File: config.mk
export PLATFORM = sky130hd
export DESIGN_NAME = reg_file_flat
export DESIGN_NICKNAME = d
export VERILOG_FILES = /design/src/rtl/reg_file_pkg.sv /design/src/rtl/reg_file_if.sv /design/src/rtl/reg_file_rd_port.sv /design/src/rtl/reg_file.sv /design/src/flat_wrapper.sv
export SDC_FILE = /design/constraint.sdc
export NUM_CORES = 2
export LEC_CHECK = 0
export BUFFER_PORTS_ARGS = -buffer_cell sky130_fd_sc_hd__buf_2
export CORE_MARGIN = 2
export CORE_UTILIZATION = 35
export CTS_CLUSTER_SIZE = 16
export DETAILED_ROUTE_END_ITERATION = 16
export GPL_ROUTABILITY_DRIVEN = 0
export PLACE_DENSITY = 0.56
export SYNTH_ARGS = -nofsm -noshare
export SYNTH_HDL_FRONTEND = slang
export SYNTH_SLANG_ARGS = --single-unit
File: constraint.sdc
create_clock -name clk -period 1.4 [get_ports clk]
set_clock_uncertainty 0.05 [all_clocks]
set_input_delay 0.07 -clock clk [delete_from_list [all_inputs] [get_ports clk]]
set_output_delay 0.07 -clock clk [all_outputs]
set_load 0.02 [all_outputs]
File: src/rtl/reg_file_pkg.sv
// Shared constants and types for the general-purpose register file.
// Other files size themselves from these values by default.
package reg_file_pkg;

  localparam int DATA_W   = 32;
  localparam int ADDR_W   = 5;
  localparam int NUM_REGS = 1 << ADDR_W;

  typedef logic [DATA_W-1:0] word_t;
  typedef logic [ADDR_W-1:0] addr_t;

  // True when an access to this address must behave as the hardwired zero register.
  function automatic logic is_zero_reg(input logic [ADDR_W-1:0] addr, input int zero_reg);
    return (zero_reg != 0) && (addr == '0);
  endfunction

endpackage

File: src/rtl/reg_file_if.sv
// Register file bus: one write strobe port and two combinational read ports.
interface reg_file_if
  import reg_file_pkg::*;
#(
  parameter int DATA_W = reg_file_pkg::DATA_W,
  parameter int ADDR_W = reg_file_pkg::ADDR_W
);

  // No valid/ready pair: the write is a single-cycle strobe. When we is high at a
  // rising clk (reset released), wdata lands in waddr at that edge; reads are
  // pure combinational lookups of raddr1/raddr2 with no handshake at all.
  logic              we;
  logic [ADDR_W-1:0] waddr;
  logic [DATA_W-1:0] wdata;
  logic [ADDR_W-1:0] raddr1;
  logic [ADDR_W-1:0] raddr2;
  logic [DATA_W-1:0] rdata1;
  logic [DATA_W-1:0] rdata2;

  modport master (
    output we, waddr, wdata, raddr1, raddr2,
    input  rdata1, rdata2
  );

  modport slave (
    input  we, waddr, wdata, raddr1, raddr2,
    output rdata1, rdata2
  );

endinterface

File: src/rtl/reg_file_rd_port.sv
// One combinational read port: selects a word from storage, forcing zero
// for address 0 when the zero register is hardwired.
module reg_file_rd_port
  import reg_file_pkg::*;
#(
  parameter int DATA_W   = reg_file_pkg::DATA_W,
  parameter int ADDR_W   = reg_file_pkg::ADDR_W,
  parameter int ZERO_REG = 1
) (
  input  logic [ADDR_W-1:0] i_raddr,
  input  logic [DATA_W-1:0] i_mem [1 << ADDR_W],
  output logic [DATA_W-1:0] o_rdata
);

  logic w_force_zero;

  assign w_force_zero = is_zero_reg(i_raddr, ZERO_REG);
  assign o_rdata      = w_force_zero ? '0 : i_mem[i_raddr];

endmodule

File: src/rtl/reg_file.sv
// General-purpose register file: one synchronous write port, two asynchronous
// read ports, asynchronous active-low clear of all storage.
module reg_file
  import reg_file_pkg::*;
#(
  parameter int DATA_W   = reg_file_pkg::DATA_W,
  parameter int ADDR_W   = reg_file_pkg::ADDR_W,
  parameter int ZERO_REG = 1
) (
  input  logic         clk,
  input  logic         rst_n,
  reg_file_if.slave    bus
);

  localparam int NUM = 1 << ADDR_W;

  logic [DATA_W-1:0] r_mem [NUM];
  logic              w_wr_en;

  // Writes to a hardwired zero register are dropped so storage stays clean.
  assign w_wr_en = bus.we && !is_zero_reg(bus.waddr, ZERO_REG);

  always_ff @(posedge clk or negedge rst_n) begin
    if (!rst_n) begin
      for (int i = 0; i < NUM; i++) begin
        r_mem[i] <= '0;
      end
    end else if (w_wr_en) begin
      r_mem[bus.waddr] <= bus.wdata;
    end
  end

  // No write-through bypass: a same-cycle read sees the old word until the edge.
  reg_file_rd_port #(
    .DATA_W   (DATA_W),
    .ADDR_W   (ADDR_W),
    .ZERO_REG (ZERO_REG)
  ) u_rd_port1 (
    .i_raddr (bus.raddr1),
    .i_mem   (r_mem),
    .o_rdata (bus.rdata1)
  );

  reg_file_rd_port #(
    .DATA_W   (DATA_W),
    .ADDR_W   (ADDR_W),
    .ZERO_REG (ZERO_REG)
  ) u_rd_port2 (
    .i_raddr (bus.raddr2),
    .i_mem   (r_mem),
    .o_rdata (bus.rdata2)
  );

endmodule

File: src/flat_wrapper.sv
// flat-port wrapper written by rule: the top's interface ports become plain ports
module reg_file_flat import reg_file_pkg::*;
#(
  parameter int DATA_W   = reg_file_pkg::DATA_W,
  parameter int ADDR_W   = reg_file_pkg::ADDR_W,
  parameter int ZERO_REG = 1
)
  (clk, rst_n, bus_we, bus_waddr, bus_wdata, bus_raddr1, bus_raddr2, bus_rdata1, bus_rdata2);
  reg_file_if #(.DATA_W(DATA_W), .ADDR_W(ADDR_W)) bus_i ();
  input  logic clk;
  input  logic rst_n;
  input wire logic [$bits(bus_i.we)-1:0] bus_we;
  input wire logic [$bits(bus_i.waddr)-1:0] bus_waddr;
  input wire logic [$bits(bus_i.wdata)-1:0] bus_wdata;
  input wire logic [$bits(bus_i.raddr1)-1:0] bus_raddr1;
  input wire logic [$bits(bus_i.raddr2)-1:0] bus_raddr2;
  output wire logic [$bits(bus_i.rdata1)-1:0] bus_rdata1;
  output wire logic [$bits(bus_i.rdata2)-1:0] bus_rdata2;
  assign bus_i.we = bus_we;
  assign bus_i.waddr = bus_waddr;
  assign bus_i.wdata = bus_wdata;
  assign bus_i.raddr1 = bus_raddr1;
  assign bus_i.raddr2 = bus_raddr2;
  assign bus_rdata1 = bus_i.rdata1;
  assign bus_rdata2 = bus_i.rdata2;
  reg_file #(.DATA_W(DATA_W), .ADDR_W(ADDR_W), .ZERO_REG(ZERO_REG)) u_core (.clk(clk), .rst_n(rst_n), .bus(bus_i));
endmodule
==> impl_metrics.json <==
{
  "initial_utilization_pct": 35.2,
  "pre_cts_slack_ns": -0.936,
  "synth_top_area_share_pct": 46.6,
  "worst_pin_slew_ns": 0.896,
  "relSlewSlack_pct": 40.1,
  "avgSynthCellArea_sq_um": 15.2,
  "drt-vias-per-instance": 5.83,
  "synthSimpleGateAreaFrac_pct": 1.63,
  "grt_first_pass_wirelength_mm": 284,
  "synth_fa_ha_area_share_pct": 0,
  "hold_viol_final": 0,
  "p_per_area_nw_per_um2": 1340,
  "path_class": "reg2out",
  "synth_ff_type": "dfrtp_1",
  "htreeDepth": 3,
  "cts_root_buffer": "clkbuf_16",
  "synth-seq-cells": 1024,
  "post_drt_wl_per_cell_um": 31.0,
  "finalSetupViolCount": 831,
  "first_pass_iters": 7,
  "synth_area_leaders": "dfrtp_1, mux2_2, mux4_2, mux2i_1, buf_6",
  "synth_compound_area_share_pct": 4.82,
  "overflow": 0,
  "netlist.top_cell.by_area": "dfrtp_1",
  "die_area_sq_um": 160000,
  "die_y_um": 400,
  "postRouteAntennaNets": 0,
  "worst_slack_ns": -1.25,
  "vdd_drop_max_v": 0.000969,
  "synth_nets": 3663,
  "cp.required_ns": 1.28,
  "path_max_fanout": 3,
  "worst-path-buf-inv": 2,
  "arrival_ns": 2.53,
  "dpl.hpwl_mm": 129,
  "async_flop_share_pct": 100,
  "synth_commonest_cells": "dfrtp_1, mux2_2, mux4_2",
  "violations": "negative setup slack",
  "synth_xor_area_share_pct": 0,
  "cts.sinks": 1024,
  "startpoint_type": "flop",
  "synth_cell_types": 41,
  "cts_buffer_depth": 3,
  "yosysMostFrequentCell": "dfrtp_1",
  "stdcell_count": 6236,
  "antenna_found_initial": 8,
  "hold_ws_ns": 0.0565,
  "drc": 0,
  "cp_top_family": "multiplexers",
  "io_pins": 114,
  "holdCritStartpoint": "bus_waddr[0]",
  "grt_setup_unrepaired": "true",
  "synth-edff-count": 0,
  "syn_area_sq_um": 55000,
  "wirelength_mm": 193,
  "num_vias": 36381,
  "num_rows": 145,
  "layout.nets": 4131,
  "final-max-slew-violation-count": 0,
  "path_cells": "mux4_2 -> a22oi_2 -> buf_4 -> a311oi_4 -> buf_6",
  "grt_pass1_vias": 38559,
  "hold_path_class": "in2reg",
  "cpMaxStageDelayCell": "mux4_2",
  "dieWidth_um": 400,
  "core-area_sq_um": 156000,
  "grt_max_degree": 104,
  "synth_top_family_by_area": "multiplexers",
  "dp.cells": 5983,
  "r2r_start": "u_core.r_mem[174]",
  "drtIter0Drc": 2772,
  "io_buffers": 113,
  "synth_seq_area_share_pct": 46.6,
  "post-route-util_pct": 44.5,
  "drive_gt1_share_pct": 64.6,
  "cp-end-kind": "output pin",
  "synth.mux.area_fraction_pct": 42.3,
  "cts_tree": "built",
  "fmax_mhz": 377,
  "top_regs": "u_core.r_mem x1024",
  "status": "complete, but fails checks",
  "crit_path_max_incr_delay_ns": 0.55,
  "numCtsBuffers": 113,
  "cts.clk_slew.worst_paths_ns": 0.06,
  "setup_tns_ns": -256.65,
  "areaGrowthSynthToFinish_pct": 26.3,
  "fin_crit_sh_pct": 190,
  "syn_inst": 3613,
  "drv_cap": 0,
  "synth-warning-count": 0,
  "grt_usage_pct": 24.1,
  "regMostFlops": "u_core.r_mem",
  "finalCriticalPeriod_ns": 2.65,
  "insertion_delay_ns": 0.74,
  "power_leakage_nw": 30.0,
  "startpoint": "u_core.r_mem[309]",
  "largest_reg_flops": 1024
}
==> cells by family after synthesis <==
kind of cell / count (synthesis)
flip-flops: 1024
AND/OR/NAND/NOR: 162
buffers and inverters: 427
AO/OA/AOI/OAI: 368
multiplexers: 1632
==> power breakdown <==
part | internal, mW | switching [mW]
sequential | 35.2 | 4.10
combinational | 12.9 | 8.54
clock | 19.1 | 13.0
==> area by class of cell <==
type / count / area, sq um
fill: 13901 / 86700
multi-input combinational: 2162 / 29000
sequential: 1024 / 25600
timing repair buffer: 778 / 8330
clock buffer: 171 / 3320
tap: 2058 / 2570
clock inverter: 40 / 639
inverter: 2 / 12.5
antenna: 1 / 2.50
==> placed cells by master, fill, tap and decap left out, types with 49 or more instances in the layout <==
cell type and count:
clkbuf_16 115, a22oi_1 49, a211oi_2 51, o21ai_2 53
buf_4 475, mux2_2 975, mux4_2 448, buf_12 186
dfrtp_1 1024, nor2b_1 54, mux2i_1 125
==> final timing paths <==
check / end / slack (ns) / depth (start not counted)
max reg2reg: u_core.r_mem[174] / 0.44 / 2
min in group asynchronous: u_core.r_mem[65] / 0.65 / 4
max: bus_rdata2[21] / -1.25 / 5
min: u_core.r_mem[887] / 0.06 / 4
max in group asynchronous: u_core.r_mem[661] / -0.41 / 6
min reg2reg: u_core.r_mem[999] / 0.34 / 0
==> worst reg2reg max path, stage by stage (launching register included) <==
cell	delay (ns)
dfrtp_1	0.39
buf_4	0.14
mux2_1	0.27
==> per-stage QoR <==
stage	power (mW)	cell area (sq um)
finish	92.9	69500
detailed placement	59.9	63700
global placement	59.3	63700
floorplan	52.5	56100
CTS	93.2	69200
global route	96.8	69500
==> layer usage <==
layer  global-route usage [%]  vias up  part of all wire (%)
met3                     3.31      311                   4.8
met2                     39.4     1055                    48
met1                     33.1    19989                    44
met4                     8.09        2                   3.5
met5                        0        -                0.0057
li1                         -    15024                     -
==> timing repair <==
action / in CTS / in global routing
pin swaps: 78 / 37
hold buffers: 37 / 2
resized for setup: 266 / 57
hold endpoints to repair: 2016 / 62
buffers inserted: 7 / 4
setup endpoints to repair: 64 / 945
Power figures use the tool's default switching activity.
